## config.mk

```make
export PLATFORM = sky130hd
export DESIGN_NAME = seg7_scan_ctrl
export DESIGN_NICKNAME = d
export VERILOG_FILES = /design/src/rtl/seg7_pkg.sv /design/src/rtl/seg7_hex_encode.sv /design/src/rtl/seg7_scan_ctrl.sv
export SDC_FILE = /design/constraint.sdc
export NUM_CORES = 1
export LEC_CHECK = 0
export ABC_AREA = 1
export ABC_CLOCK_PERIOD_IN_PS = 3900
export CORE_UTILIZATION = 40
export CTS_CLUSTER_DIAMETER = 50
export DETAILED_ROUTE_END_ITERATION = 16
export DONT_BUFFER_PORTS = 1
export PLACE_DENSITY = 0.53
export SLEW_MARGIN = 30
export SYNTH_ARGS = -nofsm -noshare
export SYNTH_HDL_FRONTEND = slang
export SYNTH_SLANG_ARGS = --single-unit
export TNS_END_PERCENT = 100
```

## constraint.sdc

```tcl
create_clock -name Clk -period 3.9 [get_ports Clk]
set_input_delay 0.78 -clock Clk [delete_from_list [all_inputs] [get_ports Clk]]
set_output_delay 0.78 -clock Clk [all_outputs]
set_load 0.005 [all_outputs]
```

## src/rtl/seg7_pkg.sv

```systemverilog
// Shared constants and types for the seven-segment scan controller.
// Segment bus order is {dp,g,f,e,d,c,b,a}, active-high.
package seg7_pkg;

    localparam logic [7:0] SEG_BLANK = 8'h00;
    localparam int         DP_BIT    = 7;

    // Glyphs in {g,f,e,d,c,b,a} order, indexed by hex value 0..F.
    localparam logic [6:0] HEX_GLYPH [16] = '{
        7'h3F, 7'h06, 7'h5B, 7'h4F, 7'h66, 7'h6D, 7'h7D, 7'h07,
        7'h7F, 7'h6F, 7'h77, 7'h7C, 7'h39, 7'h5E, 7'h79, 7'h71
    };

    typedef enum logic [1:0] {
        IDLE,
        DWELL,
        GUARD
    } seg7_state_e;

endpackage

```

## src/rtl/seg7_hex_encode.sv

```systemverilog
// Combinational hex nibble to seven-segment glyph, {g..a} order.
module seg7_hex_encode
    import seg7_pkg::*;
(
    input  logic [3:0] i_nibble,
    output logic [6:0] o_seg
);

    always_comb begin
        o_seg = HEX_GLYPH[i_nibble];
    end

endmodule

```

## src/rtl/seg7_scan_ctrl.sv

```systemverilog
// Multiplexed seven-segment scan controller with a double-buffered display value
// that is only replaced at frame boundaries, so a frame never mixes two values.
module seg7_scan_ctrl
    import seg7_pkg::*;
#(
    parameter int NUM_DIGITS   = 4,
    parameter int DWELL_CYCLES = 1000,
    parameter int GUARD_CYCLES = 2
) (
    input  logic                    Clk,
    input  logic                    Rst,
    input  logic                    LoadValid,
    output logic                    LoadReady,
    input  logic [4*NUM_DIGITS-1:0] LoadValue,
    input  logic [NUM_DIGITS-1:0]   LoadDp,
    input  logic                    BlankLeading,
    output logic [7:0]              SegOut,
    output logic [NUM_DIGITS-1:0]   DigitEn,
    output logic                    FrameDone
);

    localparam int MAX_PHASE = (DWELL_CYCLES >= GUARD_CYCLES) ?
                               ((DWELL_CYCLES > 1) ? DWELL_CYCLES : 1) : GUARD_CYCLES;
    localparam int CNT_W     = $clog2(MAX_PHASE + 1);
    localparam int IDX_W     = (NUM_DIGITS > 1) ? $clog2(NUM_DIGITS) : 1;

    localparam logic [CNT_W-1:0] DWELL_LAST = CNT_W'(DWELL_CYCLES - 1);
    localparam logic [CNT_W-1:0] GUARD_LAST = CNT_W'((GUARD_CYCLES > 0) ? GUARD_CYCLES - 1 : 0);
    localparam logic [IDX_W-1:0] IDX_LAST   = IDX_W'(NUM_DIGITS - 1);

    seg7_state_e               r_state;
    logic [CNT_W-1:0]          r_cnt;
    logic [IDX_W-1:0]          r_idx;

    logic [4*NUM_DIGITS-1:0]   r_disp_val;
    logic [NUM_DIGITS-1:0]     r_disp_dp;
    logic                      r_disp_blank;

    logic                      r_pend_full;
    logic [4*NUM_DIGITS-1:0]   r_pend_val;
    logic [NUM_DIGITS-1:0]     r_pend_dp;
    logic                      r_pend_blank;

    logic [7:0]                r_seg;
    logic [NUM_DIGITS-1:0]     r_digit_en;
    logic                      r_frame_done;

    seg7_state_e               w_nxt_state;
    logic [CNT_W-1:0]          w_nxt_cnt;
    logic [IDX_W-1:0]          w_nxt_idx;
    logic                      w_digit_end;
    logic                      w_commit;
    logic                      w_xfer;

    logic [4*NUM_DIGITS-1:0]   w_nxt_val;
    logic [NUM_DIGITS-1:0]     w_nxt_dp;
    logic                      w_nxt_blank;

    logic [3:0]                w_nibble;
    logic                      w_dp;
    logic                      w_upper_zero;
    logic                      w_blank;
    logic [NUM_DIGITS-1:0]     w_onehot;
    logic [6:0]                w_glyph;
    logic [7:0]                w_seg_nxt;

    function automatic logic f_is_boundary(input seg7_state_e st,
                                           input logic [CNT_W-1:0] cnt,
                                           input logic [IDX_W-1:0] idx);
        if (GUARD_CYCLES == 0)
            return (idx == IDX_LAST) && (st == DWELL) && (cnt == DWELL_LAST);
        else
            return (idx == IDX_LAST) && (st == GUARD) && (cnt == GUARD_LAST);
    endfunction

    assign w_xfer = LoadValid && !r_pend_full;

    always_comb begin
        w_nxt_state = r_state;
        w_nxt_cnt   = r_cnt;
        w_nxt_idx   = r_idx;
        w_commit    = 1'b0;
        w_digit_end = 1'b0;
        unique case (r_state)
            IDLE: begin
                if (r_pend_full) begin
                    w_commit    = 1'b1;
                    w_nxt_state = DWELL;
                    w_nxt_cnt   = '0;
                    w_nxt_idx   = '0;
                end
            end
            DWELL: begin
                if (r_cnt == DWELL_LAST) begin
                    if (GUARD_CYCLES == 0) begin
                        w_digit_end = 1'b1;
                    end else begin
                        w_nxt_state = GUARD;
                        w_nxt_cnt   = '0;
                    end
                end else begin
                    w_nxt_cnt = r_cnt + 1'b1;
                end
            end
            GUARD: begin
                if (r_cnt == GUARD_LAST)
                    w_digit_end = 1'b1;
                else
                    w_nxt_cnt = r_cnt + 1'b1;
            end
            default: w_nxt_state = IDLE;
        endcase
        // Last digit's exit is the frame boundary: wrap and take the pending value.
        if (w_digit_end) begin
            w_nxt_state = DWELL;
            w_nxt_cnt   = '0;
            if (r_idx == IDX_LAST) begin
                w_nxt_idx = '0;
                w_commit  = r_pend_full;
            end else begin
                w_nxt_idx = r_idx + 1'b1;
            end
        end
    end

    // Outputs are registered, so glyph selection looks at next-cycle state and value.
    assign w_nxt_val   = w_commit ? r_pend_val   : r_disp_val;
    assign w_nxt_dp    = w_commit ? r_pend_dp    : r_disp_dp;
    assign w_nxt_blank = w_commit ? r_pend_blank : r_disp_blank;

    always_comb begin
        w_nibble     = '0;
        w_dp         = 1'b0;
        w_onehot     = '0;
        w_upper_zero = 1'b1;
        for (int unsigned i = 0; i < NUM_DIGITS; i++) begin
            if (w_nxt_idx == IDX_W'(i)) begin
                w_nibble    = w_nxt_val[4*i +: 4];
                w_dp        = w_nxt_dp[i];
                w_onehot[i] = 1'b1;
            end
            if ((IDX_W'(i) >= w_nxt_idx) && (w_nxt_val[4*i +: 4] != 4'h0))
                w_upper_zero = 1'b0;
        end
    end

    assign w_blank = w_nxt_blank && w_upper_zero && (w_nxt_idx != '0);

    seg7_hex_encode u_hex_encode (
        .i_nibble (w_nibble),
        .o_seg    (w_glyph)
    );

    always_comb begin
        w_seg_nxt         = SEG_BLANK;
        w_seg_nxt[6:0]    = w_blank ? 7'h00 : w_glyph;
        w_seg_nxt[DP_BIT] = w_dp;
    end

    always_ff @(posedge Clk) begin
        if (Rst) begin
            r_state      <= IDLE;
            r_cnt        <= '0;
            r_idx        <= '0;
            r_disp_val   <= '0;
            r_disp_dp    <= '0;
            r_disp_blank <= 1'b0;
            r_pend_full  <= 1'b0;
            r_pend_val   <= '0;
            r_pend_dp    <= '0;
            r_pend_blank <= 1'b0;
            r_seg        <= SEG_BLANK;
            r_digit_en   <= '0;
            r_frame_done <= 1'b0;
        end else begin
            r_state <= w_nxt_state;
            r_cnt   <= w_nxt_cnt;
            r_idx   <= w_nxt_idx;
            if (w_commit) begin
                r_disp_val   <= r_pend_val;
                r_disp_dp    <= r_pend_dp;
                r_disp_blank <= r_pend_blank;
                r_pend_full  <= 1'b0;
            end
            if (w_xfer) begin
                r_pend_val   <= LoadValue;
                r_pend_dp    <= LoadDp;
                r_pend_blank <= BlankLeading;
                r_pend_full  <= 1'b1;
            end
            if (w_nxt_state == DWELL) begin
                r_seg      <= w_seg_nxt;
                r_digit_en <= w_onehot;
            end else begin
                r_seg      <= SEG_BLANK;
                r_digit_en <= '0;
            end
            r_frame_done <= f_is_boundary(w_nxt_state, w_nxt_cnt, w_nxt_idx);
        end
    end

    assign LoadReady = !r_pend_full;
    assign SegOut    = r_seg;
    assign DigitEn   = r_digit_en;
    assign FrameDone = r_frame_done;

endmodule

```

==> out/results.ini <==
[run_status]
status = complete, no violations

[clock_tree]
clkSinkCount = 70
clockBufferDepth = 2
cts_resized = 0
clkSlewWorstSetupHoldPaths_ps = 80
cts_buffers = 9
clk_latency_ps = 360
post_cts_buffers = 0
cts_tree = done
hold_buffers = 0
cts.htree.levels = 3
clockRootBuffer = clkbuf_8

[sta]
setup_viol = 0
fin_skew_ps = 9.93
rsz0062_at_grt = false
report.final.hold_viol_count = 0
tns_ps = 0
period_share_pct = 71.6
fin_crit_ps = 2790
fmax_mhz = 358
maxSlewHeadroom_pct = 57.8
worst_slack_ps = 1110
worstMarginPinSlew_ps = 632
finalMaxSlewViolations = 0

[floorplan]
core_area_um2 = 8380
chipHeight_um = 95.9
fp-row-count = 33
die_area_um2 = 9190
die_x_um = 95.9
initial_utilization_pct = 42.0
io_pins = 38

[setup_path]
path_class = reg -> reg
critPathCaptureType = flip-flop
crit_chain = ha_1 -> nand2_2 -> nor2_4 -> nand3_4 -> nand2_4 -> nand2_4 -> nand2_1 -> nand3_1 -> nand2_1 -> nor2_1 -> nor2_2 -> inv_1 -> ha_1 -> inv_1 -> nand2_1 -> nand3_1 -> a21oi_2
cpMaxStageDelayCell = dfxtp_1
slowest_delay_ps = 390
crit_fanout = 31
path_common_cell = nand2_1
start_kind = flip-flop
critPathRequiredTime_ps = 4160
cp.arrival_ps = 3050

[power_and_ir_drop]
irDropWorstVdd_mv = 0.251
p_per_area_nw_per_um2 = 455
leakage_nw = 1.63
totalPowerFinal_mw = 1.71

[job]
cap_viol_max_count = 0

[global_routing]
gr-total-overflow = 0
antenna_found_initial = 0
grt_pass1_wl_um = 13900
first_global_vias = 2905
grtUsageTotal_pct = 20.1
grt_start_max_net_pins = 36

[logic_synthesis]
yosys_warnings = 0
ys_seq_elements = 70
synth_top_area_share_pct = 39.8
ys_async_sr_fraction_pct = 0
syn_nets = 521
syn_inst = 487
synth_area_leaders = dfxtp_1 40%, nor2_1 10%, nand2_1 8.2%
synth_edf_count = 0
yosysMostFrequentCell = nor2_1
synth.distinct_cells = 40
synth_common_cells = 98 x nor2_1, 77 x nand2_1, 70 x dfxtp_1, 46 x inv_1, 40 x o21ai_0
syn-cell-area_um2 = 3520
synth-main-ff-cell = dfxtp_1
avgSynthCellArea_um2 = 7.23
yosysSeqAreaShare_pct = 39.8
yosysTopAreaCell = dfxtp_1

[place]
portBuffers = 0
gp_congestion = 0.852
post-place-ws_ps = 1110
placed_area_um2 = 3560
place_hpwl_um = 5880

[cells_and_area]
nets = 516
area_growth_pct = 6.53
drive_gt1_share_pct = 13.3
diodes = 0
design_area_um2 = 3750
postLayoutCoreUtil_pct = 44.8

[drt]
via_count = 3009
viasPerCell = 5.08
avgRoutedWirePerCell_um = 13.6
drt_first_iter_violations = 127
drc = 0
antenna_left = 0
totalWireLength_um = 8020
drtPass1Iterations = 4

[min_path]
min_path_type = reg -> reg

-- metrics by stage --
stage               instances  hold WS (ps)
floorplan                 487           446
global placement          576           462
detailed placement        576           458
CTS                       592           469
global route              592           463
finish                    592           471
-- where the power goes --
part	internal, mW	total (mW)	switching [mW]
Clock	0.299	0.597	0.298
Sequential	0.762	0.789	0.0273
Combinational	0.104	0.323	0.219
Total	1.16	1.71	0.544
-- flip-flops by register name (all words and copies together) (netlist names) --
signal / cells
DigitEn: 4
FrameDone: 1
SegOut: 8
r_cnt: 10
r_disp_blank: 1
r_disp_dp: 4
r_disp_val: 16
r_idx: 2
r_pend_blank: 1
r_pend_dp: 4
r_pend_full: 1
r_pend_val: 16
r_state: 2
-- worst paths after layout --
path,start,end,slack (ps),depth (start not counted)
max,r_cnt[0]$_SDFF_PP0_,SegOut[3]$_SDFF_PP0_,1110,17
min reg2reg,r_disp_val[4]$_SDFF_PP0_,r_disp_val[4]$_SDFF_PP0_,470,2
min,r_disp_val[4]$_SDFF_PP0_,r_disp_val[4]$_SDFF_PP0_,470,2
max reg2reg,r_cnt[0]$_SDFF_PP0_,SegOut[3]$_SDFF_PP0_,1110,17
-- kinds of logic (layout without fill, tap and decap cells) --
group                    count (synthesis)  after routing  synth area share [%]
adder cells (fa/ha/maj)                 10             10                  3.55
buffers and inverters                   69             69                  8.45
XOR/XNOR                                 1              1                 0.249
AO/OA/AOI/OAI                           76             76                  13.5
flip-flops                              70             70                  39.8
AND/OR/NAND/NOR                        260            260                  34.2
multiplexers                             1              1                 0.284
-- cell type report --
| cell class | instances | area (µm²) |
|---|---|---|
| multi-input combinational | 348 | 1820 |
| sequential | 70 | 1400 |
| fill | 896 | 4630 |
| clock inverter | 6 | 70.1 |
| inverter | 53 | 199 |
| tap | 105 | 131 |
| clock buffer | 10 | 128 |
-- critical path: cells and delay by family, from the launching register on --
kind	cells	cell delay, ps
compound gates	1	50
fa+ha+maj	2	550
buf+inv	2	190
flops	1	390
simple gates	12	1520
-- routing by layer --
layer / vias to the layer above / global-route usage [%] / wire, µm
li1: 1563 / - / -
met1: 1355 / 26.0 / 3950
met2: 77 / 31.6 / 3490
met3: 14 / 6.16 / 476
met4: 0 / 6.97 / 109
met5: - / 0 / 0
-- cell usage in the layout (no fill, tap or decap), types with 6 or more instances in the layout --
cell type	count
ha_1	10
a21oi_1	12
o21ai_1	6
nand4_1	7
clkbuf_8	9
dfxtp_1	70
o21ai_0	40
nor2_1	98
inv_2	7
nand2_1	77
inv_1	46
nand2_2	13
nand3_1	36
No activity file was read; power rests on OpenSTA's default activity.
